File: src/rtl/reg_file_sb.sv
// reg_file_sb: scoreboarded integer register file for the pipelined RISC-V datapath.
//
// Two combinational read ports, one synchronous write port, and x0 hardwired to zero.
// Optionally, write data is bypassed to matching read ports. Each register has a
// saturating pending-write counter that tracks in-flight producers, and decode uses it
// to stall on RAW hazards.
//
// Ports:
//   clk                 clock, all state updates on the rising edge
//   rst_n               synchronous active-low reset (clears registers and counters)
//   A1, A2 / RD1, RD2   read addresses / read data (combinational)
//   WE, A3, WD          writeback enable / address / data
//   Issue_en, Issue_rd  decode issues a producer for Issue_rd
//   Issue_ok            issue accepted (counter for Issue_rd not saturated)
//   Flush               clear all pending counters
//   Stall               RAW hazard on A1 or A2
module reg_file_sb #(
    parameter int unsigned Reg_size   = 32,
    parameter int unsigned Num_of_reg = 32,
    parameter int unsigned Addr_bits  = 5,
    parameter int unsigned Cnt_bits   = 2,
    parameter int unsigned Bypass     = 1
) (
    input  logic                       clk,
    input  logic                       rst_n,
    input  logic        [Addr_bits-1:0] A1,
    input  logic        [Addr_bits-1:0] A2,
    output logic signed [Reg_size-1:0]  RD1,
    output logic signed [Reg_size-1:0]  RD2,
    input  logic                       WE,
    input  logic        [Addr_bits-1:0] A3,
    input  logic signed [Reg_size-1:0]  WD,
    input  logic                       Issue_en,
    input  logic        [Addr_bits-1:0] Issue_rd,
    output logic                       Issue_ok,
    input  logic                       Flush,
    output logic                       Stall
);

    // x0 has no storage; the arrays start at index 1.
    logic [Reg_size-1:0] rf_q  [1:Num_of_reg-1];
    logic [Cnt_bits-1:0] cnt_q [1:Num_of_reg-1];
    logic [Cnt_bits-1:0] cnt_d [1:Num_of_reg-1];

    // A lookup is valid only for addresses 1..Num_of_reg-1. Anything else acts like x0.
    logic                v1, v2, v_iss;
    logic [Reg_size-1:0] rd1_reg, rd2_reg;
    logic [Cnt_bits-1:0] cnt1, cnt2, cnt_iss;
    logic                byp1, byp2, hz1, hz2;

    always_comb begin
        v1      = 1'b0;
        v2      = 1'b0;
        v_iss   = 1'b0;
        rd1_reg = '0;
        rd2_reg = '0;
        cnt1    = '0;
        cnt2    = '0;
        cnt_iss = '0;
        for (int r = 1; r < int'(Num_of_reg); r++) begin
            if (A1 == Addr_bits'(r)) begin
                v1      = 1'b1;
                rd1_reg = rf_q[r];
                cnt1    = cnt_q[r];
            end
            if (A2 == Addr_bits'(r)) begin
                v2      = 1'b1;
                rd2_reg = rf_q[r];
                cnt2    = cnt_q[r];
            end
            if (Issue_rd == Addr_bits'(r)) begin
                v_iss   = 1'b1;
                cnt_iss = cnt_q[r];
            end
        end
    end

    always_comb begin
        byp1 = (Bypass != 0) && WE && (A3 == A1) && v1;
        byp2 = (Bypass != 0) && WE && (A3 == A2) && v2;
        RD1  = v1 ? (byp1 ? WD : $signed(rd1_reg)) : '0;
        RD2  = v2 ? (byp2 ? WD : $signed(rd2_reg)) : '0;
        // If the last outstanding producer is writing back now, the bypass covers it.
        hz1  = v1 && (cnt1 != '0) && !(byp1 && (cnt1 == Cnt_bits'(1)));
        hz2  = v2 && (cnt2 != '0) && !(byp2 && (cnt2 == Cnt_bits'(1)));
        Stall    = rst_n && (hz1 || hz2);
        Issue_ok = !rst_n || !(Issue_en && v_iss && (&cnt_iss));
    end

    // Counter next state. A same-cycle issue and writeback cancel each other out.
    always_comb begin
        for (int r = 1; r < int'(Num_of_reg); r++) begin
            logic inc, dec;
            inc = Issue_en && Issue_ok && (Issue_rd == Addr_bits'(r));
            dec = WE && (A3 == Addr_bits'(r)) && (cnt_q[r] != '0);
            cnt_d[r] = cnt_q[r];
            if (Flush) begin
                cnt_d[r] = '0;
            end else if (inc && !dec) begin
                cnt_d[r] = cnt_q[r] + Cnt_bits'(1);
            end else if (dec && !inc) begin
                cnt_d[r] = cnt_q[r] - Cnt_bits'(1);
            end
        end
    end

    always_ff @(posedge clk) begin
        if (!rst_n) begin
            for (int r = 1; r < int'(Num_of_reg); r++) begin
                rf_q[r]  <= '0;
                cnt_q[r] <= '0;
            end
        end else begin
            for (int r = 1; r < int'(Num_of_reg); r++) begin
                if (WE && (A3 == Addr_bits'(r))) begin
                    rf_q[r] <= WD;
                end
                cnt_q[r] <= cnt_d[r];
            end
        end
    end

endmodule
File: config.mk
export PLATFORM = sky130hd
export DESIGN_NAME = reg_file_sb
export DESIGN_NICKNAME = d
export VERILOG_FILES = /design/src/rtl/reg_file_sb.sv
export SDC_FILE = /design/constraint.sdc
export NUM_CORES = 2
export LEC_CHECK = 0
export BUFFER_PORTS_ARGS = -buffer_cell sky130_fd_sc_hd__buf_2
export CORE_UTILIZATION = 30
export DETAILED_ROUTE_END_ITERATION = 7
export PLACE_DENSITY = 0.4
export REMOVE_ABC_BUFFERS = 1
export SLEW_MARGIN = 30
export SYNTH_ARGS = -nofsm -noshare
export SYNTH_HDL_FRONTEND = slang
export SYNTH_SLANG_ARGS = --single-unit
File: constraint.sdc
create_clock -name clk -period 9.88 [get_ports clk]
set_input_delay 2.47 -clock clk [delete_from_list [all_inputs] [get_ports clk]]
set_output_delay 2.47 -clock clk [all_outputs]
set_load 0.02 [all_outputs]
### Word level (Yosys, flattened, before mapping)

Memories as Yosys holds them, arrays and structs flattened.
Cells that the tools add are included.

| operators by class | value |
|---|---|
| add/subtract/negate cells | 62 |
| $mul | 0 |
| div/mod/pow operators | 0 |
| eq/ne operators | 128 |
| shift-type cells | 0 |
| mux-type cells | 502 |
| bitwise logic cells | 62 |
| magnitude comparators | 0 |
| reduce and logical (&&, ||, !) cells | 271 |

Operator list:

| cell | number |
|---|---|
| $mux 32 | 97 |
| $mux 2 | 217 |
| $eq 5x5->1 const B | 64 |
| $mux 1 | 188 |
| $logic_and 1x1->1 | 169 |
| $eq 5x4->1 const B | 32 |
| $eq 5x3->1 const B | 16 |
| $logic_not 1->1 | 66 |
| $reduce_bool 2->1 | 33 |
| $add 2x1->2 const B | 31 |
| $or 1x1->1 | 62 |
| $sub 2x1->2 const B | 31 |
| $eq 5x2->1 const B | 8 |
| $eq 5x1->1 const B | 4 |
| $eq 5x5->1 | 2 |
| $eq 2x1->1 const B | 2 |
| $logic_or 1x1->1 | 2 |
| $reduce_and 2->1 | 1 |

| storage, ports and cells | value |
|---|---|
| memory bits (writable) | 1,054 |
| word-level logic and storage cells | 1,027 |
| input port bits | 57 |
| ROM bits | 0 |
| latch bits | 0 |
| memories | 2 |
| bits in registers | 0 |

Memory list:

| name | words | width | rd ports | clocked after Yosys merged registers in | write ports | line | RTL |
|---|---|---|---|---|---|---|---|
| rf_q | 31 | 32 | 31 | 0 | 31 | 41 | `logic [Reg_size-1:0] rf_q [1:Num_of_reg-1];` |
| cnt_q | 31 | 2 | 31 | 0 | 31 | 42 | `logic [Cnt_bits-1:0] cnt_q [1:Num_of_reg-1];` |

### Longest topological paths before layout

| logic depth | value |
|---|---|
| word-level depth | 44 |
| depth in mapped cells | 16 |
| gate-level depth less buffers | 12 |

### Least setup slack after synthesis

OpenSTA, ideal clock, no wires.

| path | value |
|---|---|
| path type | input-to-output |
| start | input A2[2] |
| end | output RD2[25] |
| slack | 2.571 ns |
| stages | 11 |
| data arrival time | 4.839 ns |
| buffers on the path | 3 |
| path through | buf_2 > buf_2 > nor3_2 > buf_2 > nand3_1 > a22o_1 > a2111oi_0 > o21ai_0 > nand3_1 > a21oi_1 > nor4_1 |

| on the way | value |
|---|---|
| cells in the longest elaborated chain, start to end | 35 |

RTL lines:

| item | line | RTL |
|---|---|---|
| start: declaration | 27 | `input logic [Addr_bits-1:0] A2,` |
| $eq 5x1->1 | 66 | `if (A2 == Addr_bits'(r)) begin` |
| $mux 1 (31 in series) | 66 |  |
| $logic_and 1x1->1 | 80 | `byp2 = (Bypass != 0) && WE && (A3 == A2) && v2;` |
| $mux 32 | 82 | `RD2 = v2 ? (byp2 ? WD : $signed(rd2_reg)) : '0;` |
| $mux 32 (*) | 82 |  |
| end: declaration | 29 | `output logic signed [Reg_size-1:0] RD2,` |

Every way passes the cells marked *; elsewhere a longest branch is shown, timed or not.

### Worst setup path after layout

| path | value |
|---|---|
| start | input A2[3] |
| end | output RD2[25] |

Same word-level chain as after synthesis.

==> impl_metrics.py <==
metrics = {
    "layout": {
        "drive_above_1_share_pct": 14.47,
        "area_growth_pct": 14.52,
        "nets": 6408,
    },
    "logic_synthesis": {
        "synth_area_leaders": "edfxtp_1, and2_1, a21oi_1",
        "synthFlopType": "edfxtp_1",
        "ys_seq_area_share_pct": 48.88,
        "syn_avg_cell_area_sq_um": 9.977,
        "synthArstFlopShare_pct": 0,
        "synth_top_area_cell": "edfxtp_1",
        "synth-edff-count": 992,
        "synth_cells": 6363,
        "synth_warnings": 0,
        "synth_cell_type_count": 88,
        "yosys.area.top_type_share_pct": 46.92,
        "synth.cell_area_sq_um": 63480,
        "synth_seq_cells": 1054,
    },
    "global_routing": {
        "grt_pass1_wl_um": 483300,
        "grt_overflow": 0,
        "grt_max_degree": 79,
        "antenna_found_initial": 16,
        "globalRouteTotalUtil_pct": 32.70,
        "grt_pass1_vias": 55890,
    },
    "timing": {
        "finalWorstSetupSlack_ps": 647.4,
        "min_period_ps": 9233,
        "slew-limit-headroom_pct": 26.21,
        "setup_viol": 0,
        "final.setup_skew_ps": 29.81,
        "setup_tns_ps": 0,
        "fin_crit_sh_pct": 93.45,
        "hold_viol_final": 0,
        "worst_pin_slew_ps": 1100,
        "rsz0062_at_grt": "no",
        "fmax_mhz": 108.3,
        "slew_viol_final": 0,
    },
    "clock_tree": {
        "cts_tree": "done",
        "cts_made_buffers": 137,
        "post_cts_buffers": 0,
        "clk_pin_slew_ps": 60,
        "clk_latency_ps": 820,
        "htree_levels": 4,
        "ctsHoldBuffers": 0,
        "cts_resized": 0,
        "clock_sinks": 1054,
        "root_buffer": "clkbuf_16",
        "clockBufferDepth": 3,
    },
    "drt": {
        "firstDrtPassIters": 8,
        "wl_per_cell_um": 38.83,
        "drt-total-wl_um": 358900,
        "ant_nets": 0,
        "drt-initial-drc-count": 8310,
        "vias": 58560,
        "via_per_inst": 6.336,
        "drcViolationCount": 1,
    },
    "status": {
        "outcome": "complete, but fails checks",
        "violations": "design-rule violations",
    },
    "power_and_ir_drop": {
        "p_per_area_nw_per_um2": 166.8,
        "vdd_ir_drop_max_mv": 0.1989,
        "cellLeakagePower_nw": 25.95,
    },
    "floorplanning": {
        "io_pins": 123,
        "core_sq_um": 210000,
        "die_h_um": 462.0,
        "die_area_sq_um": 213500,
        "fp-row-count": 168,
        "start_util_pct": 30.23,
        "die_x_um": 462.0,
    },
    "critical_path": {
        "crit_fanout": 17,
        "startpoint": "A2[3]",
        "r2r-start": "cnt_q[0][43]",
        "arrival_ps": 6760,
        "cp-end-kind": "output port",
        "r2r_slack_ps": 6030,
        "critical_path_class": "input port to output port",
        "required_ps": 7410,
        "reg2reg_to": "cnt_q[0][3]",
        "cp-start-kind": "input port",
        "cp-endpoint": "RD2[25]",
        "r2r_cells": 11,
    },
    "min_path": {
        "holdCritPathClass": "flip-flop to flip-flop",
    },
    "flow_run": {
        "cap_violations": 0,
    },
    "placed_design": {
        "gp_congestion": 0.9658,
        "pre_cts_ws_ps": 817.1,
        "io_buffers": 122,
        "dp_hpwl_um": 253100,
    },
}
==> registers in the layout, indices dropped and copies added (netlist names) <==
register  flops
rf_q        992
cnt_q        62
==> kinds of logic (layout without fill, tap and decap cells) <==
kind of cell | after synthesis | count (layout) | share of synthesized area (%)
buffers and inverters | 686 | 750 | 4.448
other | 0 | 10 | 0
XOR/XNOR | 72 | 72 | 0.9933
AND/OR/NAND/NOR | 2124 | 2124 | 18.37
AO/OA/AOI/OAI | 2066 | 2066 | 21.08
flip-flops | 1054 | 1054 | 48.88
adder cells (fa/ha/maj) | 31 | 31 | 0.6110
multiplexers | 330 | 330 | 5.613
==> layout make-up <==
| class | count | area, sq um |
|---|---|---|
| Antenna cell | 10 | 25.02 |
| Clock buffer | 181 | 3699 |
| Clock inverter | 65 | 641.9 |
| Fill cell | 21080 | 137300 |
| Inverter | 21 | 83.83 |
| Multi-Input combinational cell | 4623 | 30170 |
| Sequential cell | 1054 | 31030 |
| Tap cell | 2805 | 3510 |
| Timing Repair Buffer | 483 | 3546 |
==> cells in the final DEF, fill, tap and decap left out, types with 28 or more instances in the layout <==
cell type | netlist | routed
o21ai_0 | 457 | 435
a21o_1 | 35 | 35
a221oi_1 | 105 | 105
edfxtp_1 | 992 | 992
xor2_1 | 70 | 70
nand2b_1 | 32 | 28
o221ai_1 | 97 | 97
a211oi_1 | 67 | 66
nand3_1 | 84 | 83
clkbuf_16 | 0 | 141
o22ai_1 | 226 | 224
mux2_2 | 118 | 118
o211ai_1 | 68 | 68
or3_1 | 46 | 46
buf_2 | 134 | 116
clkbuf_1 | 467 | 38
a21oi_1 | 531 | 531
a22o_1 | 38 | 38
nand2_1 | 311 | 304
a222oi_1 | 44 | 44
dfxtp_1 | 62 | 62
nor2_1 | 331 | 307
a22oi_1 | 134 | 134
nor2b_1 | 43 | 36
nor3_1 | 105 | 101
buf_4 | 17 | 348
and3_1 | 208 | 199
mux2i_1 | 203 | 203
ha_1 | 31 | 31
a31oi_1 | 50 | 50
a221o_1 | 29 | 29
and2_1 | 840 | 840
==> metal layers <==
metal	wire length (um)	up-vias	global-route usage (%)
met4	21340	4	17.14
met3	30870	806	6.019
met5	31	-	0
met1	145600	29970	42.90
li1	-	24110	-
met2	161100	3668	51.07
==> critical path, stage by stage <==
cell      delay, ps
buf_2           380
buf_4           340
or3b_2          520
buf_4           390
nor2_1          160
buf_4           250
a21oi_1         350
o311ai_0        200
o21ai_0         750
nand3_1         360
a21oi_1         260
nor4_1           80
buf_2           190
==> cell usage after synthesis, drive strengths merged (31+ instances only) <==
library cell and count:
a211oi 67, a21o 35, a21oi 531, a221oi 105, a222oi 44, a22o 38
a22oi 134, a31oi 51, and2 840, and3 208, buf 196, clkbuf 469
dfxtp 62, edfxtp 992, ha 31, mux2 118, mux2i 203, nand2 311
nand2b 32, nand3 84, nor2 337, nor2b 43, nor3 108, o211ai 68
o21ai 460, o221ai 97, o22ai 226, or3 46, xor2 70
==> worst min path at each step <==
stage	start	cells after the start	to
after floorplan	cnt_q[0][63]	2	cnt_q[0][63]
after global placement	cnt_q[0][11]	2	cnt_q[0][11]
after detailed placement	cnt_q[0][11]	2	cnt_q[0][11]
after CTS	cnt_q[0][11]	2	cnt_q[0][11]
after global routing	cnt_q[0][11]	2	cnt_q[0][11]
final	cnt_q[0][11]	2	cnt_q[0][11]
==> where the power goes <==
part	switching [W]	leakage, nW	internal (W)
Clock	0.00219	2.11	0.00286
Sequential	0.000219	9.96	0.00513
Combinational	0.00126	13.9	0.000469
Total	0.00367	25.9	0.00846
==> through the flow <==
step	util (%)	cells	total power, W	hold WS (ps)	area, sq um
detailed placement	32.53	8986	0.007112	546.2	68310
finish	34.62	9242	0.01212	561.7	72700
CTS	34.60	9232	0.01213	555.9	72650
floorplan	-	5698	0.006044	481.2	60740
global placement	32.50	8986	0.007120	527.4	68250
global route	34.61	9234	0.01238	606.9	72680
(Power assumes the default switching activity.)
